$ cat src/rtl/axi4_config_master.sv
// Single-outstanding AXI4 master: one local request becomes one single-beat
// AXI4 write (AW/W/B) or read (AR/R), followed by one local response.
module axi4_config_master #(
    parameter int                     MST_ID_W     = 5,
    parameter logic [MST_ID_W-1:0]    MST_ID       = '0,
    parameter int                     DATA_W       = 8,
    parameter int                     ADDR_W       = 32,
    parameter int                     TRANS_RESP_W = 2
) (
    input  logic                    clk,
    input  logic                    rst_n,
    input  logic                    req_valid_i,
    output logic                    req_ready_o,
    input  logic                    req_wr_i,
    input  logic [ADDR_W-1:0]       req_addr_i,
    input  logic [DATA_W-1:0]       req_wdata_i,
    output logic                    rsp_valid_o,
    input  logic                    rsp_ready_i,
    output logic                    rsp_wr_o,
    output logic [DATA_W-1:0]       rsp_rdata_o,
    output logic [TRANS_RESP_W-1:0] rsp_resp_o,
    output logic [MST_ID_W-1:0]     m_awid_o,
    output logic [ADDR_W-1:0]       m_awaddr_o,
    output logic                    m_awvalid_o,
    input  logic                    m_awready_i,
    output logic [DATA_W-1:0]       m_wdata_o,
    output logic                    m_wvalid_o,
    input  logic                    m_wready_i,
    input  logic [TRANS_RESP_W-1:0] m_bresp_i,
    input  logic                    m_bvalid_i,
    output logic                    m_bready_o,
    output logic [MST_ID_W-1:0]     m_arid_o,
    output logic [ADDR_W-1:0]       m_araddr_o,
    output logic                    m_arvalid_o,
    input  logic                    m_arready_i,
    input  logic [DATA_W-1:0]       m_rdata_i,
    input  logic [TRANS_RESP_W-1:0] m_rresp_i,
    input  logic                    m_rvalid_i,
    output logic                    m_rready_o
);

    typedef enum logic [2:0] {IDLE, WR_REQ, WR_RESP, RD_REQ, RD_RESP, RSP} state_e;

    state_e                  state_q, state_d;
    logic [ADDR_W-1:0]       addr_q, addr_d;
    logic [DATA_W-1:0]       wdata_q, wdata_d;
    logic [DATA_W-1:0]       rdata_q, rdata_d;
    logic [TRANS_RESP_W-1:0] resp_q, resp_d;
    logic                    wr_q, wr_d;
    logic                    awvalid_q, awvalid_d;
    logic                    wvalid_q, wvalid_d;
    logic                    arvalid_q, arvalid_d;
    logic                    bready_q, bready_d;
    logic                    rready_q, rready_d;
    logic                    aw_done_q, aw_done_d;
    logic                    w_done_q, w_done_d;
    logic                    aw_fire, w_fire;

    assign aw_fire = awvalid_q & m_awready_i;
    assign w_fire  = wvalid_q & m_wready_i;

    always_comb begin
        state_d   = state_q;
        addr_d    = addr_q;
        wdata_d   = wdata_q;
        rdata_d   = rdata_q;
        resp_d    = resp_q;
        wr_d      = wr_q;
        awvalid_d = awvalid_q;
        wvalid_d  = wvalid_q;
        arvalid_d = arvalid_q;
        bready_d  = bready_q;
        rready_d  = rready_q;
        aw_done_d = aw_done_q;
        w_done_d  = w_done_q;
        case (state_q)
            IDLE: begin
                if (req_valid_i) begin
                    addr_d  = req_addr_i;
                    wdata_d = req_wdata_i;
                    wr_d    = req_wr_i;
                    if (req_wr_i) begin
                        state_d   = WR_REQ;
                        awvalid_d = 1'b1;
                        wvalid_d  = 1'b1;
                        aw_done_d = 1'b0;
                        w_done_d  = 1'b0;
                    end else begin
                        state_d   = RD_REQ;
                        arvalid_d = 1'b1;
                    end
                end
            end
            WR_REQ: begin
                // AW and W complete independently, in either order or together
                if (aw_fire) begin
                    awvalid_d = 1'b0;
                    aw_done_d = 1'b1;
                end
                if (w_fire) begin
                    wvalid_d = 1'b0;
                    w_done_d = 1'b1;
                end
                if ((aw_done_q | aw_fire) && (w_done_q | w_fire)) begin
                    state_d  = WR_RESP;
                    bready_d = 1'b1;
                end
            end
            WR_RESP: begin
                if (m_bvalid_i) begin
                    resp_d   = m_bresp_i;
                    rdata_d  = '0;
                    bready_d = 1'b0;
                    state_d  = RSP;
                end
            end
            RD_REQ: begin
                if (arvalid_q && m_arready_i) begin
                    arvalid_d = 1'b0;
                    rready_d  = 1'b1;
                    state_d   = RD_RESP;
                end
            end
            RD_RESP: begin
                if (m_rvalid_i) begin
                    rdata_d  = m_rdata_i;
                    resp_d   = m_rresp_i;
                    rready_d = 1'b0;
                    state_d  = RSP;
                end
            end
            RSP: begin
                if (rsp_ready_i) state_d = IDLE;
            end
            default: state_d = IDLE;
        endcase
    end

    always_ff @(posedge clk or negedge rst_n) begin
        if (!rst_n) begin
            state_q   <= IDLE;
            addr_q    <= '0;
            wdata_q   <= '0;
            rdata_q   <= '0;
            resp_q    <= '0;
            wr_q      <= 1'b0;
            awvalid_q <= 1'b0;
            wvalid_q  <= 1'b0;
            arvalid_q <= 1'b0;
            bready_q  <= 1'b0;
            rready_q  <= 1'b0;
            aw_done_q <= 1'b0;
            w_done_q  <= 1'b0;
        end else begin
            state_q   <= state_d;
            addr_q    <= addr_d;
            wdata_q   <= wdata_d;
            rdata_q   <= rdata_d;
            resp_q    <= resp_d;
            wr_q      <= wr_d;
            awvalid_q <= awvalid_d;
            wvalid_q  <= wvalid_d;
            arvalid_q <= arvalid_d;
            bready_q  <= bready_d;
            rready_q  <= rready_d;
            aw_done_q <= aw_done_d;
            w_done_q  <= w_done_d;
        end
    end

    assign req_ready_o = (state_q == IDLE);
    assign rsp_valid_o = (state_q == RSP);
    assign rsp_wr_o    = wr_q;
    assign rsp_rdata_o = rdata_q;
    assign rsp_resp_o  = resp_q;
    assign m_awid_o    = MST_ID;
    assign m_arid_o    = MST_ID;
    assign m_awaddr_o  = addr_q;
    assign m_araddr_o  = addr_q;
    assign m_wdata_o   = wdata_q;
    assign m_awvalid_o = awvalid_q;
    assign m_wvalid_o  = wvalid_q;
    assign m_arvalid_o = arvalid_q;
    assign m_bready_o  = bready_q;
    assign m_rready_o  = rready_q;

endmodule

$ cat config.mk
export PLATFORM = sky130hd
export DESIGN_NAME = axi4_config_master
export DESIGN_NICKNAME = d
export VERILOG_FILES = /design/src/rtl/axi4_config_master.sv
export SDC_FILE = /design/constraint.sdc
export NUM_CORES = 1
export LEC_CHECK = 0
export ABC_AREA = 1
export CELL_PAD_IN_SITES_DETAIL_PLACEMENT = 1
export CELL_PAD_IN_SITES_GLOBAL_PLACEMENT = 2
export CORE_MARGIN = 1
export CORE_UTILIZATION = 19
export CTS_BUF_LIST = sky130_fd_sc_hd__clkbuf_8
export DETAILED_ROUTE_END_ITERATION = 7
export MAX_ROUTING_LAYER = met4
export PLACE_DENSITY = 0.83
export SKIP_LAST_GASP = 1
export SLEW_MARGIN = 25
export SYNTH_ARGS = -nofsm -noshare
export SYNTH_HDL_FRONTEND = slang
export SYNTH_SLANG_ARGS = --single-unit
$ cat constraint.sdc
create_clock -name clk -period 1.3 [get_ports clk]
set_input_delay 0.13 -clock clk [delete_from_list [all_inputs] [get_ports clk]]
set_output_delay 0.13 -clock clk [all_outputs]
set_load 0.02 [all_outputs]
==> results.rst <==
.. list-table::
   :header-rows: 1

   * - Metric
     - Value
   * - Post-CTS clock slew at the launch and capture registers of the worst setup and hold paths
     - 0.07 ns
   * - Fraction of power spent switching nets
     - 46.6%
   * - Seq cells post-synth
     - 61
   * - Power density cells
     - approximately 2500 nW/um^2
   * - Final Setup Violations
     - 63
   * - Vias in the first global route
     - 3102
   * - Most Frequent Cell on Critical Path
     - nor2_4
   * - Sequential power share
     - 27.8%
   * - Net Sw Power
     - 5810 uW
   * - Iteration count of the initial detailed-routing pass
     - 4
   * - Remaining routing DRC violations
     - 0
   * - Final ANT Viol Nets
     - 0
   * - P&R area growth vs syn
     - 68.6%
   * - Clk_skew
     - 0.00591 ns
   * - Die footprint
     - 16000 sq um
   * - Starting utilization of the core area
     - between 10% and 20%
   * - R2R depth
     - 10
   * - Status
     - finished, violations left
   * - Combinational Power Share
     - 60.6%
   * - Time the worst path needs with I/O delays and setup
     - 1.49 ns
   * - F_max
     - roughly 670 MHz
   * - Total power draw
     - ~12000 uW
   * - Number of diodes
     - 0
   * - Root Buffer Master
     - clkbuf_8
   * - Clock Latency Late Sink
     - 0.34 ns
   * - Boundary Pins
     - roughly 160
   * - CP Buf/Inv Count
     - 3
   * - Maximum number of pins on one net before global-route repair
     - 62
   * - Die outline width
     - around 130 um
   * - Final slew viol count
     - 0
   * - Ratio of cells with drive above 1 in the final layout
     - 20.1%
   * - Final WS setup
     - -0.186 ns
   * - Number of unique standard cell types used by synthesis
     - 19
   * - Largest driver fanout on the critical path
     - 5
   * - Share of the clock period used by the worst path
     - 114%
   * - First-pass GRT wire length
     - 16000 um
   * - Per-instance average area after synthesis
     - 8.24 sq um
   * - Critical Setup Path Class
     - reg2reg
   * - Share of power burned in the clock network
     - 11.6%
   * - Clock tree from TritonCTS
     - yes
   * - Post-detail-place hpwl
     - just under 7000 um
   * - Syn Inst Count
     - between 300 and 400
   * - Global-route congestion overflow total
     - 0
   * - CP cell instances
     - nor2_4 > nand2_4 > buf_12 > nor2_4 > buf_12 > nor2_4 > inv_2 > nand2_2 > nand2_1 > nand2_1
   * - Yosys warnings
     - 0
   * - WL/cell
     - 14.1 um
   * - Number of buffers created by CTS
     - 9
   * - Arr. time, crit path
     - between 1.5 and 2 ns
   * - Total global-route track usage
     - 13.4%
   * - Violations in the final reports
     - setup timing
   * - Top delay family on crit path
     - simple AND/OR/NAND/NOR gates
   * - H-tree levels
     - 3
   * - Number of clock sinks
     - 61
   * - Core region area
     - 15100 sq um
   * - Net count reported at finish
     - 580
   * - Internal portion of total power
     - between 6000 and 7000 uW
   * - Vias per cell
     - between 4 and 5
   * - Height of the die
     - 126 um
   * - Count of vias placed by the detailed router
     - ~2900
   * - Data required, critical path
     - ~1.5 ns
   * - Slowest CP cell
     - dfrtp_2
   * - Startpoint types
     - flip-flop
   * - Worst vdd ir
     - slightly above 900 uV
   * - Final estimated routing congestion in global placement
     - ~0.8
   * - Initial antenna violation count
     - 0
   * - Worst hold margin
     - 0.319 ns
   * - Proportion of synthesized chip area in sequential cells
     - 51.9%
   * - Endpoint type of the worst setup path
     - flip-flop
   * - RSZ-0062 raised after global routing
     - true
   * - Static leakage
     - ~0.0027 uW
   * - Worst Hold Class
     - in2reg
   * - Number of max-cap violations
     - 0
   * - Setup slack after placement
     - -0.137 ns
   * - Max incr delay on CP
     - 0.45 ns
   * - Longest Clk Path Bufs
     - 2
   * - Hold Crit Depth
     - 3
   * - Hold Vio Cnt, Final
     - 0
   * - Total length of routed wires
     - around 10000 um
   * - Mapped Area
     - 2940 sq um
   * - Number of DRC markers after the initial detailed-route iteration
     - 39
   * - Cell row count
     - between 40 and 50
   * - Count of input and output buffers
     - 151
   * - Number of logic stages on the critical path including buffering
     - 10
worst reg2reg max path: stages, from the launching register on:
cell and delay (ns):
dfrtp_2 0.45, nor2_4 0.16, nand2_4 0.07, buf_12 0.13, nor2_4 0.14, buf_12 0.16, nor2_4 0.03, inv_2 0.05
nand2_2 0.05, nand2_1 0.06, nand2_1 0.05
layout make-up:
class | instances | area [sq um]
clock inverters | 5 | 21.3
repair buffers | 193 | 1860
clock buffers | 10 | 138
flip-flops and latches | 61 | 1530
inverters | 16 | 65.1
fillers | 1808 | 10200
repair inverters | 1 | 6.26
well taps | 188 | 235
multi-input cells | 236 | 1110
per-stage QoR:
stage,std cells,cell area (sq um),setup TNS [ns],utilization [%]
after floorplan,366,2980,0,-
after CTS,707,4880,-9.29,32.2
after global routing,710,4960,-13.06,32.8
after detailed placement,677,4540,-5.28,30.0
final,710,4960,-8.17,32.8
after global placement,677,4540,-3.16,30.0
power by group through the flow:
stage | sequential [uW] | combinational, uW | clock (uW)
final | 3470 | 7560 | 1450
after global routing | 3620 | 8170 | 1610
after CTS | 3470 | 7320 | 1550
after detailed placement | 3530 | 7440 | 0
after global placement | 3480 | 7240 | 0
after floorplan | 4400 | 3340 | 0
worst paths after layout:
kind	startpoint	end	slack, ns
min	req_addr_i[1]	m_araddr_o[1]$_DFFE_PN0P_	0.32
max reg2reg	state_q[2]$_DFFE_PN0P_	m_awvalid_o$_DFFE_PN0P_	-0.19
min reg2reg	rsp_wr_o$_DFFE_PN0P_	rsp_wr_o$_DFFE_PN0P_	0.47
max	state_q[2]$_DFFE_PN0P_	m_awvalid_o$_DFFE_PN0P_	-0.19
max in group asynchronous	rst_n	state_q[0]$_DFFE_PN0P_	0.68
min in group asynchronous	rst_n	m_araddr_o[25]$_DFFE_PN0P_	0.34
placed cells by master, fill, tap and decap left out, types with 7 or more instances in the layout:
master and count:
buf_4 29, conb_1 10, nand2_2 14, nand2_1 167, clkbuf_8 10, dfrtp_1 58, inv_1 11, o21ai_1 7
nor2_4 9, dlygate4sd2_1 87, clkdlybuf4s50_1 60
sequential cells by signal, indices dropped and copies added, names as in the netlist:
name	flops
m_bready_o	1
w_done_q	1
m_wvalid_o	1
rsp_rdata_o	8
rsp_wr_o	1
state_q	3
m_wdata_o	8
m_rready_o	1
m_awvalid_o	1
aw_done_q	1
m_araddr_o	32
rsp_resp_o	2
m_arvalid_o	1
kinds of logic (layout without fill, tap and decap cells):
| logic type | count (synthesis) | count (layout) | synth area share [%] |
|---|---|---|---|
| other cells | 1 | 10 | 0.127 |
| flops | 61 | 61 | 51.9 |
| compound gates | 19 | 19 | 3.36 |
| simple gates | 207 | 207 | 28.2 |
| buf+inv | 69 | 225 | 16.5 |
layer usage:
| layer | routed length (um) | GRT usage, % | up-vias |
|---|---|---|---|
| met4 | 191 | 5.53 | 0 |
| li1 | - | - | 1360 |
| met1 | 4130 | 14.7 | 1380 |
| met3 | 609 | 3.29 | 15 |
| met2 | 5110 | 23.2 | 115 |
| met5 | 0 | - | - |
synthesized netlist by cell type (all sizes together):
cell type	instances	share of area, %
nor2	11	2.3
buf	53	14
nand3	9	1.5
nand2	185	24
a21oi	3	0.64
inv	15	1.9
dfrtp	61	52
clkinv	1	0.13
nand4	1	0.21
nand3b	1	0.26
conb	1	0.13
o21ai	16	2.7
repair_timing:
action | 4_1_cts | 5_1_grt
setup buffers | 12 | 6
pin swaps | 11 | 19
endpoints found under the setup margin | 151 | 64
endpoints found under the hold margin | 61 | 0
cloned | 2 | 1
hold buffers | 1 | 0
resized for setup | 134 | 28
Note: power is estimated with default switching activity, not from simulation.
==> edit 1, RTL diff (same settings) <==
Encoding of `state_e`: now one-hot (6 bits for 6 states).
--- a/src/rtl/axi4_config_master.sv
+++ b/src/rtl/axi4_config_master.sv
@@ -39,7 +39,7 @@
     output logic                    m_rready_o
 );
 
-    typedef enum logic [2:0] {IDLE, WR_REQ, WR_RESP, RD_REQ, RD_RESP, RSP} state_e;
+    typedef enum logic [5:0] {IDLE = 6'b000001, WR_REQ = 6'b000010, WR_RESP = 6'b000100, RD_REQ = 6'b001000, RD_RESP = 6'b010000, RSP = 6'b100000} state_e;
 
     state_e                  state_q, state_d;
     logic [ADDR_W-1:0]       addr_q, addr_d;
Function: no difference found for any inputs over 10 cycles, from zero or initial values and one cycle with rst_n low; not proved beyond that.
==> edit 1 against the unedited design <==
The flow still finishes with violations (setup timing); via count grew 7.8%; total power is 24% higher; final area up 18%; setup slack worse by 0.13 ns; final cell count is 8.2% higher; synthesized cell count increased by 3.6%; routed wire length up 17%; count of clock-buffer cells in the layout is the same; combinational power up 29%; sequential cell count rose by 3; area after synthesis is 3.7% higher; fmax down 8.1%; clock power is 48% higher; critical endpoint is now m_araddr_o[16]; highest routed layer unchanged.
==> edit 1: results <==
{
  "outcome": "finished, violations left",
  "failed_checks": "setup timing",
  "place_inst": 719,
  "fillers": 1767,
  "cts_resized": 131,
  "routed_wl_um": 11800,
  "slowest_stage": "dfstp_2",
  "setup_ws_ns": -0.316,
  "grt_max_degree": 25,
  "nNetsFinal": 614,
  "routed_via_density": 4.03,
  "p_leak_uw": 0.00312,
  "pre_cts_ws_ns": -0.373,
  "setup_viol": 66,
  "cp-endpoint": "m_araddr_o[16]",
  "gp_congestion": 0.807,
  "post_cts_buffers": 8,
  "p_sw_uw": 6920,
  "slowest_delay_ns": 0.57,
  "wl_met3_um": 802,
  "min_path_type": "input port to asynchronous set/reset pin",
  "timing.rr.start": "state_q[0]",
  "yosys-top-cells-area": "dfrtp_1 52%, nand2_1 22%, buf_4 11%, nand3_1 3.3%, nand2_2 2.0%",
  "finalClockSkew_ns": 0.0140,
  "drive_gt1_frac": 0.321
}
edit 1: changes by cell type in the layout (fill, tap and decap cells not counted), sizes merged, moves of 2 or more:
cell / delta
clkinv: +2
nand2: +2
nand4: +6
bufinv: +3
buf: +10
inv: +2
o21ai: -13
clkbuf: +8
a21oi: -3
nor2: +2
dfrtp: +2
nand3: +12
edit 1: power groups by stage:
| stage | combinational (µW) | clock, µW | sequential [µW] |
|---|---|---|---|
| global placement | 7660 | 0 | 3590 |
| floorplan | 3600 | 0 | 4520 |
| global route | 10500 | 2310 | 3750 |
| finish | 9740 | 2140 | 3610 |
| detailed placement | 7840 | 0 | 3650 |
| CTS | 7420 | 2230 | 3580 |
edit 1: cell families (layout without fill, tap and decap cells):
group,after synthesis,after routing,synth area share
AOI/OAI and AO/OA,4,4,0.00738
buffers and inverters,72,250,0.148
DFF,64,64,0.525
other,1,10,0.00123
and+or+nand+nor,229,229,0.319
edit 1: area by class of cell:
| cell class | instances | area [µm²] | area share |
|---|---|---|---|
| Tap cell | 211 | 264 | 0.0452 |
| Timing Repair inverter | 2 | 22.5 | 0.00386 |
| Clock inverter | 6 | 108 | 0.0184 |
| Inverter | 21 | 116 | 0.0199 |
| Sequential cell | 64 | 1600 | 0.275 |
| Multi-Input combinational cell | 243 | 1440 | 0.247 |
| Clock buffer | 10 | 138 | 0.0236 |
| Timing Repair Buffer | 211 | 2150 | 0.368 |
edit 1: worst reg2reg max path, stage by stage, from the launching register on:
cell       delay (ns)
dfstp_2          0.57
inv_2            0.06
nor2_4           0.11
buf_6            0.12
nand4_4          0.12
buf_12           0.21
clkbuf_16        0.17
nand2_1          0.09
nand2_2          0.05
==> edit 2, RTL diff (same settings) <==
Made on the original files. Change the parameter `ADDR_W` from 32 to 64.
--- a/src/rtl/axi4_config_master.sv
+++ b/src/rtl/axi4_config_master.sv
@@ -4,7 +4,7 @@
     parameter int                     MST_ID_W     = 5,
     parameter logic [MST_ID_W-1:0]    MST_ID       = '0,
     parameter int                     DATA_W       = 8,
-    parameter int                     ADDR_W       = 32,
+    parameter int                     ADDR_W       = 64,
     parameter int                     TRANS_RESP_W = 2
 ) (
     input  logic                    clk,
Interface: changed (resized m_araddr_o, m_awaddr_o and req_addr_i); port bits go from 162 to 258. The function was not compared with the original's and may differ.
==> edit 2 against the unedited design <==
The flow still finishes with violations (setup timing); area after synthesis rose by 49%; first-iteration DRC count rose to 2.9 times the old value; final area is 63% higher; combinational power increased by 64%; final cell count up 49%; routed wire length rose by 68%; total power rose by 59%; clock power rose by 41%; sequential cell count is 32 higher; die area grew 48%; count of clock-buffer cells in the layout is 1 lower; setup slack improved by 0.068 ns; fmax grew 4.8%; critical endpoint is now m_araddr_o[7]; largest power group unchanged; highest routed layer unchanged.
==> edit 2: results <==
{
  "outcome": "finished, violations left",
  "failed_checks": "setup timing",
  "htreeDepth": 3,
  "postPlaceCellArea_mm2": 0.00683,
  "synth_compound_area_frac": 0.0248,
  "crit_family": "buffers and inverters",
  "vias": 4255,
  "critPathMaxFanout": 6,
  "synthArstFlopShare": 1.00,
  "yosysUniqueCellTypes": 24,
  "drive_gt1_frac": 0.363,
  "synth_fa_ha_area_frac": 0,
  "cts_buffers": 9,
  "grt_max_degree": 52,
  "io_buffers": 247,
  "period_minus_slack_ns": 1.42,
  "startpoint": "state_q[1]",
  "synthMuxAreaShare": 0,
  "wl_per_cell_um": 15.9,
  "min_path_type": "input port to asynchronous set/reset pin",
  "routed_wl_um": 16800,
  "setup_ws_ns": -0.117,
  "synth_ff_type": "dfrtp_1",
  "slowest_stage": "dfrtp_1",
  "cts-root-buf": "clkbuf_8",
  "ir_drop_v": 0.000903,
  "yosys-top-cells-area": "dfrtp_1 53%, nand2_1 24%, buf_4 13%, buf_6 2.1%, inv_1 1.2%",
  "clkSlewWorstSetupHoldPaths_ns": 0.11,
  "p_leak_uw": 0.00414,
  "grt_pass1_wl_um": 25700,
  "synth_seq_area_share": 0.530,
  "gp_congestion": 0.775,
  "netlist_top_cells_count": "277 x nand2_1, 93 x dfrtp_1, 75 x buf_4",
  "finalSetupTns_ns": -7.48,
  "antenna_found_initial": 0,
  "dr.pass1.iters": 4,
  "cts_buffer_depth": 2,
  "nNetsFinal": 863,
  "synthXorXnorAreaFrac": 0,
  "netlist_instances": 526,
  "finalClockSkew_ns": 0.0152,
  "hold_slack_ns": 0.279,
  "worstSkewPairLatency_ns": 0.37,
  "largest_reg_flops": 64,
  "hpwl_um": 10500,
  "slowest_delay_ns": 0.40,
  "synth-edff-count": 0,
  "antenna_cells": 0,
  "setup_viol": 91,
  "place_inst": 1003,
  "rr_worst_depth": 9,
  "drtIter0Drc": 112,
  "grt_pass1_vias": 4459,
  "cp.arrival_ns": 1.68,
  "track_usage": 0.147,
  "yosysWarnings": 0,
  "r2r_end": "m_araddr_o[7]"
}
-- edit 2: changes by cell type after synthesis, sizes merged --
cell	unedited run	this run
inv	15	16
clkbuf	0	1
dfrtp	61	93
o211ai	0	2
o21ai	16	14
nand4	1	3
nand2	185	279
buf	53	92
a21oi	3	4
nor2	11	10
-- edit 2: repair_timing --
action,CTS,global route
setup endpoints to repair,223,173
hold buffers,1,0
setup buffers,22,6
resized for setup,274,256
pin swaps,29,45
gates cloned,16,1
endpoints found under the hold margin,93,0
-- edit 2: worst min-delay path, stage by stage --
cell           delay (ns)
dlygate4sd3_1        0.54
buf_4                0.14
buf_12               0.23
-- edit 2: worst max path at each step --
| stage | end | slack [ns] | cells past startpoint |
|---|---|---|---|
| 6_report | m_araddr_o[7] | -0.12 | 9 |
| 3_5_place_dp | state_q[2] | -0.23 | 8 |
| 5_1_grt | m_araddr_o[59] | -0.20 | 10 |
| 2_1_floorplan | rsp_wr_o | -0.06 | 8 |
| 4_1_cts | req_ready_o | -0.24 | 4 |
| 3_3_place_gp | state_q[0] | -0.18 | 8 |
-- edit 2: cell families after synthesis --
group           count (synthesis)
simple gates                  302
buf+inv                       110
flops                          93
compound gates                 20
other cells                     1
-- edit 2: report_power, final --
group	switching (µW)	leakage (µW)	internal, µW	total, µW
Combinational	6960	0.00288	5450	12400
Clock	1150	0.0000996	898	2040
Sequential	1250	0.00117	4180	5430
Total	9350	0.00414	10500	19900
-- edit 2: through the flow --
step	worst slack (ns)	utilization
2_1_floorplan	-0.0561	-
3_3_place_gp	-0.185	0.301
3_5_place_dp	-0.231	0.301
4_1_cts	-0.236	0.345
5_1_grt	-0.197	0.357
6_report	-0.117	0.357
-- edit 2: area by class of cell --
class / instances / area, µm²
tap: 285 / 357
fill: 2625 / 14600
clock inverter: 7 / 73.8
multi-input combinational: 332 / 1880
clock buffer: 9 / 124
timing repair buffer: 316 / 3210
inverter: 17 / 97.6
sequential: 93 / 2330
-- edit 2: layer usage --
layer,wire length (µm),GRT usage,part of all wire,vias to the layer above
li1,-,-,-,2007
met1,7370,0.179,0.44,2071
met2,8260,0.244,0.49,162
met3,1000,0.0358,0.059,15
met4,199,0.0314,0.012,0
met5,0,-,0,-
